--- src/rtl/xoodoo_perm_core.sv ---
// xoodoo_perm_core: iterative Xoodoo permutation, one round per clock, with its round-constant generator.
// rc = {1,s} << q; s steps as x*s mod x^3+x+1, q cycles 3,2,6,4,5,1.
module xoodoo_rc (
    input  logic [5:0]  state,
    output logic [31:0] rc,
    output logic [5:0]  state_out
);
    logic [2:0] q, s;
    assign {q, s} = state;
    assign rc = 32'({1'b1, s}) << q;
    assign state_out = {~q[0], ~q[2], ~q[1], s[1], s[0] ^ s[2], s[2]};
endmodule

module xoodoo_perm_core #(
    parameter int         NUM_ROUNDS = 12,
    parameter logic [5:0] RC_INIT    = 6'b011011
) (
    input  logic         clk,
    input  logic         rst,
    input  logic         start,
    input  logic [383:0] state_in,
    output logic         busy,
    output logic         done,
    output logic [383:0] state_out
);
    typedef enum logic {IDLE, RUN} fsm_t;
    fsm_t fsm;
    logic [383:0] st, nxt;
    logic [5:0] rc_reg, rc_next;
    logic [31:0] rc;
    logic [3:0] round_cnt;
    logic [3:0][31:0] p, e, t0, t1, t2, c0, c1, c2;

    function automatic logic [31:0] rotl(input logic [31:0] v, input int n);
        return (v << n) | (v >> (32 - n));
    endfunction

    xoodoo_rc u_rc (.state(rc_reg), .rc(rc), .state_out(rc_next));

    // theta, rho-west and iota fold into t*; chi into c*; rho-east on the way out
    for (genvar x = 0; x < 4; x++) begin : g_lane
        assign p[x]  = st[x*32 +: 32] ^ st[(x+4)*32 +: 32] ^ st[(x+8)*32 +: 32];
        assign e[x]  = rotl(p[(x+3)%4], 5) ^ rotl(p[(x+3)%4], 14);
        assign t0[x] = st[x*32 +: 32] ^ e[x] ^ ((x == 0) ? rc : 32'd0);
        assign t1[x] = st[((x+3)%4+4)*32 +: 32] ^ e[(x+3)%4];
        assign t2[x] = rotl(st[(x+8)*32 +: 32] ^ e[x], 11);
        assign c0[x] = t0[x] ^ (~t1[x] & t2[x]);
        assign c1[x] = t1[x] ^ (~t2[x] & t0[x]);
        assign c2[x] = t2[x] ^ (~t0[x] & t1[x]);
        assign nxt[x*32 +: 32]     = c0[x];
        assign nxt[(x+4)*32 +: 32] = rotl(c1[x], 1);
        assign nxt[(x+8)*32 +: 32] = rotl(c2[(x+2)%4], 8);
    end

    always_ff @(posedge clk) begin
        if (rst) begin
            fsm       <= IDLE;
            st        <= '0;
            rc_reg    <= RC_INIT;
            round_cnt <= '0;
            done      <= 1'b0;
        end else begin
            done <= 1'b0;
            if (fsm == IDLE) begin
                if (start) begin
                    st        <= state_in;
                    rc_reg    <= RC_INIT;
                    round_cnt <= '0;
                    fsm       <= RUN;
                end
            end else begin
                st        <= nxt;
                rc_reg    <= rc_next;
                round_cnt <= round_cnt + 4'd1;
                if (round_cnt == 4'(NUM_ROUNDS - 1)) begin
                    fsm  <= IDLE;
                    done <= 1'b1;
                end
            end
        end
    end

    assign busy      = (fsm == RUN);
    assign state_out = st;
endmodule

--- config.mk ---
export PLATFORM = sky130hd
export DESIGN_NAME = xoodoo_perm_core
export DESIGN_NICKNAME = d
export VERILOG_FILES = /design/src/rtl/xoodoo_perm_core.sv
export SDC_FILE = /design/constraint.sdc
export NUM_CORES = 2
export LEC_CHECK = 0
export ABC_AREA = 1
export BUFFER_PORTS_ARGS = -buffer_cell sky130_fd_sc_hd__buf_2
export CAP_MARGIN = 30
export CORE_ASPECT_RATIO = 0.6
export CORE_MARGIN = 4
export CORE_UTILIZATION = 30
export DETAILED_ROUTE_END_ITERATION = 10
export MAX_ROUTING_LAYER = met4
export SLEW_MARGIN = 20
export SYNTH_ARGS = -nofsm -noshare
export SYNTH_HDL_FRONTEND = slang
export SYNTH_SLANG_ARGS = --single-unit
--- constraint.sdc ---
create_clock -name clk -period 1.7 [get_ports clk]
set_clock_uncertainty 0.05 [all_clocks]
set_input_delay 0.425 -clock clk [delete_from_list [all_inputs] [get_ports clk]]
set_output_delay 0.425 -clock clk [all_outputs]
set_load 0.05 [all_outputs]
==> impl_metrics.json <==
{
  "final_non_filler_cell_total": 11070,
  "post-route-min-period_ns": 2.316,
  "routed-wl-met3_um": 57760,
  "status": "finished, violations left",
  "cts_num_sinks": 396,
  "topRoutingLayerUsed": "met4",
  "grt_setup_unrepaired": "yes",
  "min-delay-path-class": "input port to flip-flop",
  "max_clock_freq_mhz": 431.8,
  "cts_root_buffer": "sky130_fd_sc_hd__clkbuf_16",
  "cpMostUsedCell": "sky130_fd_sc_hd__nand2_1",
  "global_route.usage.total": 0.5134,
  "timing.critical_path.to_type": "flip-flop",
  "antenna_found_initial": 38,
  "critPathLaunchType": "flip-flop",
  "layout-area-overhead-vs-synth_pct": 115.9,
  "design.portCount": 773,
  "grt_pass1_vias": 54110,
  "post_route_m1_wl_um": 132300,
  "max-cap-violations": 0,
  "routed_wl_um": 339200,
  "die_area_mm2": 0.1273,
  "place_worst_setup_slack_ns": -1.338,
  "final-max-slew-violation-count": 0,
  "worst-endpoint-arrival_ns": 2.90,
  "postSynthCellCount": 6497,
  "cp_top_family": "simple AND/OR/NAND/NOR gates",
  "global_route.overflow_total": 0,
  "detailroute.via_count": 60140,
  "remaining_drc_errors": 0,
  "drtPass1Iterations": 7,
  "critPathSlowestCell": "sky130_fd_sc_hd__dfxtp_4",
  "clkTransAtPathRegs_ns": 0.07,
  "initial_standard_cell_utilization_of_the_core": 0.3041,
  "worst_slew_margin_relative_to_its_limit": 0.3027,
  "first_pass_grt_wire_length_um": 437000,
  "site_rows": 98,
  "max_reg_flops": 384,
  "detailed_place_hpwl_um": 281500,
  "critical_path.max_fanout": 3,
  "synth.ff_latch_count": 396,
  "path_buf_inv": 3,
  "first_iter_violations": 9235,
  "fin_ws_ns": -0.6161,
  "synth.cell_area_mm2": 0.03643,
  "place_congestion": 1.155,
  "path_class": "flip-flop to flip-flop",
  "synthesis.nets": 6885,
  "cts_tree": "built",
  "synth-seq-area-share": 0.2176,
  "layout.nets": 9775,
  "final_hold_viol_count": 0,
  "timing.final.setup_violations": 776,
  "critical_path_cell_list": "xor2_2 -> nand2_1 -> nand2_2 -> nand2_1 -> nand2_4 -> buf_4 -> xor2_2 -> buf_6 -> inv_1 -> nand3_2 -> nand3_4 -> nand2_1",
  "synth.lib_cells_used.distinct": 32,
  "violated_checks": "negative setup slack",
  "finalCritPeriodShare": 1.362,
  "critical_path.max_stage_delay_ns": 0.41,
  "wire_length_per_cell_um": 30.65,
  "synthesis.area_per_instance_um2": 5.608,
  "ys.warnings.count": 0,
  "drtAntennaViolNets": 0,
  "avgViaCountPerCell": 5.434,
  "grt_max_degree": 68,
  "required_ns": 2.28,
  "fp.dieW_um": 457.9,
  "die_h_um": 277.9,
  "place.port_buffers": 772,
  "drive_above_1_share": 0.5994,
  "cts_made_buffers": 52,
  "met2WireLength_um": 125400,
  "core_area_mm2": 0.1198,
  "place.detailed.instances": 10660,
  "htree_num_levels": 2,
  "max-clock-path-buffers": 3,
  "worst_skew_pair.late_latency_ns": 0.70,
  "worst_pin_slew_ns": 1.046
}
-- cell usage after synthesis (all sizes together) --
| master | n | share of area |
|---|---|---|
| inv | 800 | 0.082 |
| a32o | 1 | 0.00027 |
| nand4 | 8 | 0.0014 |
| nand2 | 2964 | 0.31 |
| o211ai | 2 | 0.00041 |
| xor2 | 397 | 0.11 |
| o22ai | 1 | 0.00017 |
| o21ai | 584 | 0.080 |
| nand3b | 2 | 0.00041 |
| clkbuf | 101 | 0.010 |
| a21oi | 121 | 0.017 |
| ha | 1 | 0.00034 |
| a22o | 1 | 0.00024 |
| dfxtp | 396 | 0.22 |
| nor3 | 2 | 0.00027 |
| xnor2 | 90 | 0.032 |
| buf | 72 | 0.0095 |
| nor2 | 33 | 0.0035 |
| nand3 | 915 | 0.13 |
| o32ai | 5 | 0.0012 |
| o31ai | 1 | 0.00021 |
-- per-layer routing --
| metal | vias to the layer above | GRT usage |
|---|---|---|
| met5 | - | - |
| met3 | 845 | 0.2414 |
| met4 | 0 | 0.2533 |
| li1 | 26110 | - |
| met2 | 4307 | 0.6550 |
| met1 | 28880 | 0.6655 |
-- layout make-up --
class / count / area (um2)
diodes: 36 / 90.09
clock buffers: 82 / 1525
clock inverters: 16 / 107.6
fillers: 10280 / 41140
inverters: 800 / 3259
multi-input cells: 5128 / 37400
flip-flops and latches: 396 / 9146
well taps: 1600 / 2002
repair buffers: 3009 / 25130
-- path summary, 6_finish.rpt --
| path | cells past startpoint | start | slack [ns] | to |
|---|---|---|---|---|
| worst min-delay path | 5 | state_in[246] | 0.009 | state_out[246]$_SDFFE_PP0P_ |
| worst min register to register | 2 | rc_reg[1]$_SDFFE_PP1P_ | 0.42 | rc_reg[1]$_SDFFE_PP1P_ |
| worst max-delay path | 12 | state_out[232]$_SDFFE_PP0P_ | -0.62 | state_out[373]$_SDFFE_PP0P_ |
| worst max register to register | 12 | state_out[232]$_SDFFE_PP0P_ | -0.62 | state_out[373]$_SDFFE_PP0P_ |
-- metrics by stage --
step	hold WS [ns]	setup TNS, ns	cell area, um2	util
2_1_floorplan	0.3939	-0.02302	38000	-
3_3_place_gp	0.4092	-211.49	60340	0.5037
3_5_place_dp	0.4155	-216.73	60340	0.5037
4_1_cts	0.00001255	-237.25	71730	0.5988
5_1_grt	0.04734	-278.04	78640	0.6565
6_report	0.009069	-256.03	78660	0.6566
-- cells in the final DEF, fill, tap and decap left out, drive strengths merged, types with 8 or more instances in the layout --
cell         count
nand2         2964
xnor2           90
inv            796
nor2            33
nand3          915
dlygate4sd3     39
diode           36
clkbuf          82
o21ai          584
nand4            8
buf           2967
clkinv          16
xor2           397
dfxtp          396
a21oi          121
-- timing repair --
item                                    in CTS  in global routing
resized for setup                         1998               1466
buffers inserted                           154                137
cloned                                       3                  0
endpoints found under the setup margin     770                777
pin swaps                                  658                625
hold endpoints to repair                    39                  0
hold buffers                                39                  0
-- kinds of logic (layout without fill, tap and decap cells) --
kind of cell	count (synthesis)	in the layout	synth area share
AOI/OAI and AO/OA	716	716	0.09935
xor gates and xnor gates	487	487	0.1381
adders and majority gates	1	1	0.0003434
buffers and inverters	973	3907	0.1024
DFF	396	396	0.2176
other	0	36	0
and+or+nand+nor	3924	3924	0.4422
-- tightest hold or removal path, delay by kind of cell --
family                 cells  cell delay, ns
buffers and inverters      1            0.08
AOI/OAI and AO/OA          1            0.07
and+or+nand+nor            3            0.16
Power is not shown: default switching activity piles up to over one toggle a cycle in this logic, so the estimate is an artifact.
